`config.mk`:
```
export PLATFORM = sky130hd
export DESIGN_NAME = xilinx_fifo_rd_stream_flat
export DESIGN_NICKNAME = d
export VERILOG_FILES = /design/src/rtl/xilinx_fifo_rd_stream_if.sv /design/src/rtl/xilinx_fifo_rd_stream.sv /design/src/flat_wrapper.sv
export SDC_FILE = /design/constraint.sdc
export NUM_CORES = 1
export LEC_CHECK = 0
export CAP_MARGIN = 15
export CORE_ASPECT_RATIO = 1.75
export CORE_MARGIN = 2
export CORE_UTILIZATION = 59
export CTS_BUF_LIST = sky130_fd_sc_hd__clkbuf_8
export CTS_CLUSTER_SIZE = 20
export DETAILED_ROUTE_END_ITERATION = 10
export PLACE_DENSITY = 0.87
export SLEW_MARGIN = 25
export SYNTH_ARGS = -nofsm -noshare
export SYNTH_HDL_FRONTEND = slang
export SYNTH_SLANG_ARGS = --single-unit
```
`constraint.sdc`:
```
create_clock -name RDCLK -period 6.5 [get_ports RDCLK]
set_input_delay 1.625 -clock RDCLK [delete_from_list [all_inputs] [get_ports RDCLK]]
set_output_delay 1.625 -clock RDCLK [all_outputs]
set_load 0.05 [all_outputs]
```
`src/rtl/xilinx_fifo_rd_stream_if.sv`:
```
// FIFO read-port plus valid/ready stream bundle for xilinx_fifo_rd_stream.
// RD_WORDS exists only when XILINX_FIFO_RD_STREAM_STATS_EN is defined.
interface xilinx_fifo_rd_stream_if #(
  parameter int DATA_WIDTH = 36,
  parameter int BUF_DEPTH  = 4
);
  localparam int LW = $clog2(BUF_DEPTH) + 1;

  logic                  FIFO_EMPTY;
  logic [DATA_WIDTH-1:0] FIFO_DO;
  logic                  FIFO_RDERR;
  logic                  FIFO_RDEN;
  logic                  M_VALID;
  logic                  M_READY;
  logic [DATA_WIDTH-1:0] M_DATA;
  logic [LW-1:0]         M_LEVEL;
  logic                  RDERR_STICKY;
`ifdef XILINX_FIFO_RD_STREAM_STATS_EN
  logic [31:0]           RD_WORDS;
`endif

  modport master (
    input  FIFO_EMPTY, FIFO_DO, FIFO_RDERR, M_READY,
    output FIFO_RDEN, M_VALID, M_DATA, M_LEVEL, RDERR_STICKY
`ifdef XILINX_FIFO_RD_STREAM_STATS_EN
    , output RD_WORDS
`endif
  );

  modport slave (
    output FIFO_EMPTY, FIFO_DO, FIFO_RDERR, M_READY,
    input  FIFO_RDEN, M_VALID, M_DATA, M_LEVEL, RDERR_STICKY
`ifdef XILINX_FIFO_RD_STREAM_STATS_EN
    , input RD_WORDS
`endif
  );
endinterface

```
`src/rtl/xilinx_fifo_rd_stream.sv`:
```
// Standard-mode BRAM FIFO read port to valid/ready stream; XILINX_FIFO_RD_STREAM_STATS_EN adds RD_WORDS.
// Latency: RDEN in cycle n -> M_VALID in cycle n+RD_LATENCY+1.
// Backpressure: reads are credit-limited by buffer space, so M_READY low never drops in-flight words.
module xilinx_fifo_rd_stream #(
  parameter int DATA_WIDTH = 36,
  parameter int RD_LATENCY = 2,
  parameter int BUF_DEPTH  = 4
) (
  input logic                     RDCLK,
  input logic                     RSTN,
  xilinx_fifo_rd_stream_if.master bus
);
  localparam int PW = $clog2(BUF_DEPTH);
  localparam int LW = PW + 1;
  localparam int CW = LW + 1;

  logic [DATA_WIDTH-1:0] mem [BUF_DEPTH];
  logic [RD_LATENCY-1:0] infl;
  logic [RD_LATENCY-1:0] infl_nxt;
  logic [PW-1:0]         wr_ptr;
  logic [PW-1:0]         rd_ptr;
  logic [LW-1:0]         occ;
  logic [CW-1:0]         credit_used;
  logic                  rden;
  logic                  push;
  logic                  pop;
  logic                  rderr_sticky;
`ifdef XILINX_FIFO_RD_STREAM_STATS_EN
  logic [31:0]           rd_words;
`endif

  // Credits count both buffered words and reads whose data is still in the FIFO pipeline.
  always_comb begin
    credit_used = CW'(occ);
    for (int i = 0; i < RD_LATENCY; i++) begin
      credit_used = credit_used + CW'(infl[i]);
    end
    rden = !bus.FIFO_EMPTY && (credit_used < CW'(BUF_DEPTH));
    infl_nxt    = '0;
    infl_nxt[0] = rden;
    for (int i = 1; i < RD_LATENCY; i++) begin
      infl_nxt[i] = infl[i-1];
    end
    push = infl[RD_LATENCY-1];
    pop  = (occ != '0) && bus.M_READY;
  end

  always_ff @(posedge RDCLK) begin
    if (!RSTN) begin
      infl         <= '0;
      wr_ptr       <= '0;
      rd_ptr       <= '0;
      occ          <= '0;
      rderr_sticky <= 1'b0;
      for (int i = 0; i < BUF_DEPTH; i++) begin
        mem[i] <= '0;
      end
`ifdef XILINX_FIFO_RD_STREAM_STATS_EN
      rd_words     <= '0;
`endif
    end else begin
      infl <= infl_nxt;
      if (push) begin
        mem[wr_ptr] <= bus.FIFO_DO;
        wr_ptr      <= wr_ptr + PW'(1);
      end
      if (pop) begin
        rd_ptr <= rd_ptr + PW'(1);
      end
      if (push && !pop) begin
        occ <= occ + LW'(1);
      end else if (pop && !push) begin
        occ <= occ - LW'(1);
      end
      if (bus.FIFO_RDERR) begin
        rderr_sticky <= 1'b1;
      end
`ifdef XILINX_FIFO_RD_STREAM_STATS_EN
      if (pop) begin
        rd_words <= rd_words + 32'd1;
      end
`endif
    end
  end

  assign bus.FIFO_RDEN    = rden;
  assign bus.M_VALID      = (occ != '0);
  assign bus.M_DATA       = mem[rd_ptr];
  assign bus.M_LEVEL      = occ;
  assign bus.RDERR_STICKY = rderr_sticky;
`ifdef XILINX_FIFO_RD_STREAM_STATS_EN
  assign bus.RD_WORDS     = rd_words;
`endif
endmodule

```
`src/flat_wrapper.sv`:
```
// flat-port wrapper written by rule: the top's interface ports become plain ports
module xilinx_fifo_rd_stream_flat 
#(
  parameter int DATA_WIDTH = 36,
  parameter int RD_LATENCY = 2,
  parameter int BUF_DEPTH  = 4
)
  (RDCLK, RSTN, bus_FIFO_EMPTY, bus_FIFO_DO, bus_FIFO_RDERR, bus_M_READY, bus_FIFO_RDEN, bus_M_VALID, bus_M_DATA, bus_M_LEVEL, bus_RDERR_STICKY);
  xilinx_fifo_rd_stream_if #(.DATA_WIDTH(DATA_WIDTH), .BUF_DEPTH(BUF_DEPTH)) bus_i ();
  input logic RDCLK;
  input logic RSTN;
  input wire logic [$bits(bus_i.FIFO_EMPTY)-1:0] bus_FIFO_EMPTY;
  input wire logic [$bits(bus_i.FIFO_DO)-1:0] bus_FIFO_DO;
  input wire logic [$bits(bus_i.FIFO_RDERR)-1:0] bus_FIFO_RDERR;
  input wire logic [$bits(bus_i.M_READY)-1:0] bus_M_READY;
  output wire logic [$bits(bus_i.FIFO_RDEN)-1:0] bus_FIFO_RDEN;
  output wire logic [$bits(bus_i.M_VALID)-1:0] bus_M_VALID;
  output wire logic [$bits(bus_i.M_DATA)-1:0] bus_M_DATA;
  output wire logic [$bits(bus_i.M_LEVEL)-1:0] bus_M_LEVEL;
  output wire logic [$bits(bus_i.RDERR_STICKY)-1:0] bus_RDERR_STICKY;
  assign bus_i.FIFO_EMPTY = bus_FIFO_EMPTY;
  assign bus_i.FIFO_DO = bus_FIFO_DO;
  assign bus_i.FIFO_RDERR = bus_FIFO_RDERR;
  assign bus_i.M_READY = bus_M_READY;
  assign bus_FIFO_RDEN = bus_i.FIFO_RDEN;
  assign bus_M_VALID = bus_i.M_VALID;
  assign bus_M_DATA = bus_i.M_DATA;
  assign bus_M_LEVEL = bus_i.M_LEVEL;
  assign bus_RDERR_STICKY = bus_i.RDERR_STICKY;
  xilinx_fifo_rd_stream #(.DATA_WIDTH(DATA_WIDTH), .RD_LATENCY(RD_LATENCY), .BUF_DEPTH(BUF_DEPTH)) u_core (.RDCLK(RDCLK), .RSTN(RSTN), .bus(bus_i));
endmodule
```
==> results of run 1 <==
==> worst max-delay path, stage by stage <==
cell and delay [ns]:
clkdlybuf4s50_1 0.40, a211oi_1 0.25, clkdlybuf4s50_1 0.85
==> power groups by stage <==
| stage | Combinational, W | Sequential (W) | Clock [W] |
|---|---|---|---|
| after floorplan | 0.000664 | 0.00125 | 0 |
| after global placement | 0.000905 | 0.00126 | 0 |
| after detailed placement | 0.000912 | 0.00127 | 0 |
| after CTS | 0.000914 | 0.00124 | 0.000636 |
| after global routing | 0.000947 | 0.00125 | 0.000668 |
| final | 0.000906 | 0.00124 | 0.000628 |
==> synth_stat cells (4+ instances only) <==
cell type / n
buf_2: 11
edfxtp_1: 144
clkbuf_1: 9
buf_6: 6
dfxtp_1: 12
and3_1: 36
and2_1: 116
mux4_2: 36
xnor2_1: 4
==> metal layers <==
layer,global-route usage,vias to the layer above
met5,0,-
met4,0.0968,0
met3,0.0459,20
met2,0.394,135
met1,0.256,1854
li1,-,1664
==> layout by cell type, fill, tap and decap left out, drive strengths merged, types with 3 or more instances in the layout <==
cell type,instances
edfxtp,144
and2,116
clkdlybuf4s50,81
mux4,36
and3,36
clkbuf,17
dfxtp,12
clkinv,8
buf,7
xnor2,4
clkinvlp,4
inv,3
==> cell type report <==
type	count	area (sq um)
repair buffers	88	861
multi-input cells	217	2050
well taps	132	165
flip-flops and latches	156	4570
inverters	1	3.75
fillers	676	3180
clock buffers	17	234
clock inverters	15	108
==> kinds of logic (layout without fill, tap and decap cells) <==
group / after synthesis / after routing / share of synthesized area
buffers and inverters: 29 / 121 / 0.0256
multiplexers: 37 / 37 / 0.122
flip-flops: 156 / 156 / 0.676
XOR/XNOR: 6 / 6 / 0.00778
AND/OR/NAND/NOR: 163 / 163 / 0.154
adder cells (fa/ha/maj): 3 / 3 / 0.00667
AO/OA/AOI/OAI: 8 / 8 / 0.00908
==> final timing paths <==
check                                             start                       to  slack (ns)  cells after the start
worst max-delay path                     bus_FIFO_EMPTY            bus_FIFO_RDEN        1.75                      3
worst min-delay path            u_core.bus.RDERR_STICKY  u_core.bus.RDERR_STICKY        0.47                      1
worst max register to register           u_core.infl[1]    u_core.bus.M_LEVEL[2]        4.39                      7
worst min register to register  u_core.bus.RDERR_STICKY  u_core.bus.RDERR_STICKY        0.47                      1
==> stage by stage <==
step	instance area (sq um)	power, W
floorplan	6760	0.00191
global placement	7630	0.00216
detailed placement	7630	0.00218
CTS	7980	0.00279
global route	7990	0.00287
finish	7990	0.00277
==> flip-flops by register name, indices dropped and copies added (netlist names), named ones only <==
name                     cells
u_core.rd_ptr                2
u_core.bus.M_LEVEL           3
u_core.infl                  2
u_core.mem                 144
u_core.wr_ptr                2
u_core.bus.RDERR_STICKY      1
==> impl_metrics.csv, run 1 <==
group,metric,value,unit
run_status,status,"complete, no violations",
layout,fin_util,0.715,
sta,finalMaxSlewViolations,0,
logic_synthesis,synth.avg_cell_area,16.8,sq um
floorplan,boundaryPins,83,
worst_hold_path,hold_path.class,"reg -> reg",
routing,top_layer,"met4",
layout,num_antenna_cells,0,
run,drv_cap,0,
routing,met3_length,703,um
clocking,insertion_delay,0.43,ns
power,clockPowerShare,0.226,
routing,routed-wl-met2,7270,um
sta,setup_viol,0,
clocking,cts_resized,0,
logic_synthesis,ys_types,32,
placement,gp_congestion,0.742,
logic_synthesis,synth_top_cell_area_share,0.640,
global_route,grt_remaining_overflow,0,
logic_synthesis,syn_area,6760,sq um
sta,fin_setup_tns,0,ns
sta,fin_ws,1.75,ns
sta,rsz0062_at_grt,"no",
power,pwr-share-seq,0.447,
clocking,clock-sinks,156,
floorplan,die_width,84.9,um
clocking,cts_setup_buffers,0,
routing,drcViolationCount,0,
clocking,cts_tree,"built",
power,power_switching,0.000945,W
global_route,grt_max_degree,55,
layout,final_cells,626,
placement,dp_slack,1.75,ns
floorplan,die_h,146,um
logic_synthesis,synthCells,402,
routing,wl_met1,4860,um
power,ir_drop,0.344,mV
logic_synthesis,synthesis.nets,446,
logic_synthesis,ys_ff_latch,156,
sta,final_hold_viol_count,0,
clocking,cts_buffer_depth,2,
placement,hpwl,7640,um
placement,dp_cells,594,
worst_setup_path,worst-setup-path-type,"in -> out",
routing,vias_per_cell,5.87,
logic_synthesis,synthTopCellsByArea,"edfxtp_1 (64%), mux4_2 (12%), and2_1 (11%)",
power,p_leak,2.98,nW
routing,first_iter_violations,247,
sta,tightest_slew,1.01,ns
routing,wl_per_cell,20.9,um
routing,dr.pass1.iters,5,
global_route,grt_pass1_wl,20700,um
sta,slew_headroom,0.326,
worst_setup_path,required,4.88,ns
clocking,clk_pin_slew_worst_paths,0.08,ns
layout,layout-drive-gt1-share,0.160,
floorplan,rows,51,
worst_setup_path,worstSetupEndpointType,"output pin",
power,combPwrFrac,0.327,
floorplan,core,11200,sq um
floorplan,dieArea,12400,sq um
sta,whs,0.472,ns
routing,ant_nets,0,
global_route,grt_antenna_before_repair,0,
power,p_per_area,347,nW/um^2
sta,skew,0.0108,ns
sta,fin_crit,4.75,ns
placement,port-buffer-count,82,
power,p_int,0.00183,W
worst_setup_path,crit_arrival,3.13,ns
logic_synthesis,ys_warn_count,0,
layout,syn2layout_area_growth,18.2,%
sta,min_period_over_period,0.731,
routing,vias,3673,
floorplan,start_util,0.605,
sta,fmax,0.210,GHz
worst_setup_path,cp-start-kind,"input pin",
clocking,cts-root-buf,"clkbuf_8",
clocking,h-tree-depth,4,
logic_synthesis,synth_top_cell_by_area,"edfxtp_1",
logic_synthesis,synthFlopType,"edfxtp_1",
logic_synthesis,synth_edf_count,144,
power,swShare,0.341,
global_route,grt_pass1_vias,4042,
global_route,track_usage,0.222,
layout,fin_nets,525,
routing,wl,13100,um
logic_synthesis,synth_seq_area_share,0.676,
clocking,cts_hold_buf,0,
worst_setup_path,worstPathMaxFanout,2,
clocking,cts_made_buffers,17,
logic_synthesis,async_reset_ff_frac,0,
Note: power is estimated with default switching activity, not from simulation.
==> inputs of run 2 (changes only) <==
CORE_UTILIZATION = 52   (was 59)
PLACE_DENSITY = 0.81   (was 0.87)
clock period = 4.16 ns   (was 6.5 ns; I/O delays follow)
==> impl_metrics.csv, run 2 (synthesis gave the netlist of run 1 again) <==
group,metric,value,unit
routing,drcViolationCount,0,
worst_setup_path,worstSetupEndpointType,"output pin",
routing,first_iter_violations,303,
layout,layout_common_cells,"edfxtp_1 (144), and2_1 (116), clkdlybuf4s50_1 (80)",
clocking,cts_resized,0,
worst_setup_path,regToRegEndpoint,"u_core.mem[1][29]",
routing,wl_per_cell,20.1,um
worst_setup_path,cp-start-kind,"register",
sta,fin_crit,3.48,ns
worst_setup_path,r2r_start,"u_core.infl[1]",
worst_hold_path,hold_path.class,"reg -> reg",
layout,syn2layout_area_growth,21.0,%
layout,largest-register,"u_core.mem",
floorplan,core,12800,sq um
run,drv_cap,0,
layout,fin_nets,529,
layout,nFillCells,951,
layout,largest_reg_flops,144,
power,ir_drop,0.545,mV
routing,vias,3658,
global_route,grt_pass1_wl,21300,um
clocking,h-tree-depth,4,
clocking,cts_tree,"built",
clocking,cts_buffer_depth,2,
placement,port-buffer-count,82,
clocking,cts-root-buf,"clkbuf_8",
sta,slew_headroom,0.357,
clocking,clk_pin_slew_worst_paths,0.08,ns
worst_setup_path,crit_path_end,"bus_M_DATA[25]",
sta,final_hold_viol_count,0,
sta,skew,0.0141,ns
sta,fmax,0.287,GHz
global_route,grt_pass1_vias,4022,
floorplan,die_width,90.2,um
floorplan,die_h,155,um
routing,wl,13500,um
power,p_total,0.00463,W
layout,layout-drive-gt1-share,0.175,
floorplan,dieArea,14000,sq um
routing,vias_per_cell,5.47,
global_route,track_usage,0.205,
clocking,cts_hold_buf,0,
floorplan,rows,55,
global_route,grt_antenna_before_repair,0,
floorplan,boundaryPins,83,
run_status,status,"complete, no violations",
power,p_per_area,567,nW/um^2
worst_setup_path,rr_worst_depth,5,
layout,num_antenna_cells,0,
clocking,insertion_delay,0.45,ns
clocking,clock-sinks,156,
routing,dr.pass1.iters,4,
sta,tightest_slew,0.961,ns
placement,gp_congestion,0.758,
sta,fin_setup_tns,0,ns
worst_setup_path,crit_arrival,2.44,ns
worst_setup_path,worst-setup-path-type,"reg -> out",
floorplan,start_util,0.528,
sta,finalMaxSlewViolations,0,
worst_setup_path,worstPathMaxFanout,20,
power,p_leak,3.06,nW
routing,ant_nets,0,
clocking,cts_made_buffers,17,
sta,setup_viol,0,
layout,fin_util,0.639,
worst_setup_path,required,3.12,ns
clocking,cts_setup_buffers,0,
worst_setup_path,reg2reg_slack,1.86,ns
global_route,grt_remaining_overflow,0,
global_route,grt_max_degree,43,
sta,rsz0062_at_grt,"no",
sta,min_period_over_period,0.836,
layout,mostFrequentLayoutCell,"edfxtp_1",
placement,hpwl,8200,um
[run 2: changes by cell type in the layout (fill, tap and decap cells not counted), sizes merged]
cell,delta
clkinv,-1
clkdlybuf4s50,-1
clkinvlp,-3
buf,+5
bufinv,+4
[run 2: cell type report]
type / instances / area (sq um) / share of cell area
Clock inverter: 15 / 219 / 0.0268
Inverter: 1 / 3.75 / 0.000459
Clock buffer: 17 / 234 / 0.0286
Timing Repair Buffer: 92 / 888 / 0.109
Tap cell: 171 / 214 / 0.0262
Sequential cell: 156 / 4570 / 0.559
Multi-Input combinational cell: 217 / 2050 / 0.250
[run 2: worst min-delay path by stage]
| stage | slack [ns] | depth (start not counted) | endpoint | startpoint |
|---|---|---|---|---|
| 3_5_place_dp | 0.46 | 1 | u_core.infl[1] | u_core.infl[0] |
| 4_1_cts | 0.48 | 1 | u_core.bus.RDERR_STICKY | u_core.bus.RDERR_STICKY |
| 2_1_floorplan | 0.44 | 1 | u_core.infl[1] | u_core.infl[0] |
| 5_1_grt | 0.50 | 1 | u_core.infl[1] | u_core.infl[0] |
| 3_3_place_gp | 0.44 | 1 | u_core.infl[1] | u_core.infl[0] |
| 6_report | 0.47 | 1 | u_core.bus.RDERR_STICKY | u_core.bus.RDERR_STICKY |
[run 2: routing by layer]
layer / vias up / share of wire / global-route usage
li1: 1679 / - / -
met1: 1838 / 0.36 / 0.220
met2: 123 / 0.56 / 0.373
met3: 18 / 0.059 / 0.0585
met4: 0 / 0.022 / 0.0923
met5: - / 0 / 0
[run 2: per-stage QoR]
step / hold WS, ns / setup slack, ns / cells / instance area [sq um]
2_1_floorplan: 0.435 / 0.593 / 402 / 6760
3_3_place_gp: 0.443 / 1.11 / 637 / 7710
3_5_place_dp: 0.461 / 1.12 / 637 / 7710
4_1_cts: 0.484 / 0.628 / 669 / 8160
5_1_grt: 0.500 / 0.563 / 669 / 8170
6_report: 0.474 / 0.682 / 669 / 8170
[run 2: where the power goes]
group	switching (W)	total, W	internal (W)
combinational	0.000889	0.00148	0.000591
sequential	0.0000667	0.00188	0.00182
clock	0.000555	0.00127	0.000713
[run 2: worst max-delay path, cell delays in order (launching register included)]
cell	delay, ns
dfxtp_2	0.33
buf_4	0.35
mux4_2	0.58
clkdlybuf4s50_1	0.72
==> inputs of run 3 (changes only) <==
CORE_UTILIZATION = 58   (was 52)
PLACE_DENSITY = 0.86   (was 0.81)
clock period = 3.4 ns   (was 4.16 ns; I/O delays follow)
==> impl_metrics.csv, run 3 (synthesis gave the netlist of run 1 again) <==
group,metric,value,unit
run_status,status,"complete, no violations",
clocking,insertion_delay,0.43,ns
routing,vias_per_cell,5.79,
global_route,grt_antenna_before_repair,0,
layout,nFillCells,740,
floorplan,die_h,147,um
run,drv_cap,0,
layout,fin_nets,533,
layout,mostFrequentLayoutCell,"edfxtp_1",
clocking,clock-sinks,156,
routing,first_iter_violations,285,
power,ir_drop,0.499,mV
sta,fin_crit,3.19,ns
clocking,cts-root-buf,"clkbuf_8",
placement,hpwl,7980,um
floorplan,core,11500,sq um
worst_setup_path,crit_arrival,2.34,ns
floorplan,dieArea,12600,sq um
worst_setup_path,required,2.55,ns
worst_setup_path,regToRegEndpoint,"u_core.bus.M_LEVEL[2]",
placement,gp_congestion,0.747,
clocking,cts_tree,"built",
sta,whs,0.478,ns
routing,ant_nets,0,
layout,largest_reg_flops,144,
global_route,grt_remaining_overflow,0,
worst_setup_path,r2r_start,"u_core.infl[1]",
layout,layout-drive-gt1-share,0.181,
worst_setup_path,rr_worst_depth,7,
clocking,cts_buffer_depth,2,
routing,drcViolationCount,0,
sta,fmax,0.314,GHz
routing,wl_per_cell,20.5,um
sta,rsz0062_at_grt,"no",
worst_hold_path,holdPathStages,1,
clocking,h-tree-depth,4,
clocking,cts_hold_buf,0,
layout,syn2layout_area_growth,20.0,%
floorplan,start_util,0.590,
global_route,grt_pass1_wl,20700,um
layout,layout_common_cells,"edfxtp_1 (144), and2_1 (116), clkdlybuf4s50_1 (80)",
floorplan,die_width,85.6,um
clocking,clk_pin_slew_worst_paths,0.08,ns
worst_setup_path,cp-start-kind,"register",
sta,skew,0.00903,ns
worst_setup_path,worstSetupEndpointType,"output pin",
worst_setup_path,worst-setup-path-type,"reg -> out",
routing,dr.pass1.iters,4,
power,p_leak,3.04,nW
global_route,grt_pass1_vias,4093,
routing,wl,13100,um
layout,largest-register,"u_core.mem",
worst_hold_path,min_from,"u_core.bus.RDERR_STICKY",
clocking,cts_setup_buffers,0,
floorplan,boundaryPins,83,
worst_hold_path,hold_path.class,"reg -> reg",
worst_setup_path,reg2reg_slack,1.28,ns
worst_setup_path,worstPathMaxFanout,11,
global_route,track_usage,0.224,
layout,num_antenna_cells,0,
global_route,grt_max_degree,43,
worst_hold_path,holdPathEnd,"u_core.bus.RDERR_STICKY",
placement,port-buffer-count,82,
sta,slew_headroom,0.641,
routing,vias,3690,
sta,setup_viol,0,
sta,finalMaxSlewViolations,0,
sta,final_hold_viol_count,0,
sta,min_period_over_period,0.937,
sta,fin_setup_tns,0,ns
power,p_per_area,665,nW/um^2
clocking,cts_made_buffers,17,
clocking,cts_resized,0,
sta,tightest_slew,0.537,ns
floorplan,rows,52,
## run 3: layer usage
metal  vias to the layer above  GRT usage  wire length [um]
li1                       1694          -                 -
met1                      1858      0.249              4770
met2                       115      0.400              7390
met3                        23     0.0539               608
met4                         0      0.102               318
met5                         -          0                 0
## run 3: critical path: stages, from the launching register on
cell and delay (ns):
dfxtp_2 0.36, buf_4 0.26, mux4_2 0.57, clkdlybuf4s50_1 0.72
## run 3: per-stage QoR
step	instance area (sq um)	total power (W)	cells	util	worst slack, ns
2_1_floorplan	6760	0.00365	402	-	0.0662
3_3_place_gp	7740	0.00419	605	0.676	0.663
3_5_place_dp	7740	0.00422	605	0.676	0.617
4_1_cts	8110	0.00544	637	0.708	0.173
5_1_grt	8110	0.00559	637	0.708	0.134
6_report	8110	0.00539	637	0.708	0.214
## run 3: final cells by class
| type | instances | area, sq um | area share |
|---|---|---|---|
| clock buffer | 17 | 234 | 0.0289 |
| clock inverter | 15 | 126 | 0.0156 |
| inverter | 1 | 3.75 | 0.000463 |
| multi-input combinational | 217 | 2040 | 0.251 |
| sequential | 156 | 4570 | 0.563 |
| tap | 135 | 169 | 0.0208 |
| timing repair buffer | 96 | 968 | 0.119 |
## run 3: power breakdown
| group | leakage, nW | internal (W) | total (W) | switching (W) |
|---|---|---|---|---|
| clock | 0.173 | 0.000574 | 0.00124 | 0.000666 |
| combinational | 1.28 | 0.000755 | 0.00186 | 0.00110 |
| sequential | 1.59 | 0.00222 | 0.00230 | 0.0000783 |
## run 3: worst max-delay path by stage
stage | from | end | slack [ns] | cells after the start
after detailed placement | bus_FIFO_EMPTY | bus_FIFO_RDEN | 0.62 | 3
final | register | bus_M_DATA[26] | 0.21 | 3
after global placement | register | bus_M_DATA[26] | 0.66 | 3
after floorplan | u_core.bus.M_LEVEL[0] | bus_FIFO_RDEN | 0.07 | 3
after global routing | register | bus_M_DATA[26] | 0.13 | 3
after CTS | register | bus_M_DATA[26] | 0.17 | 3
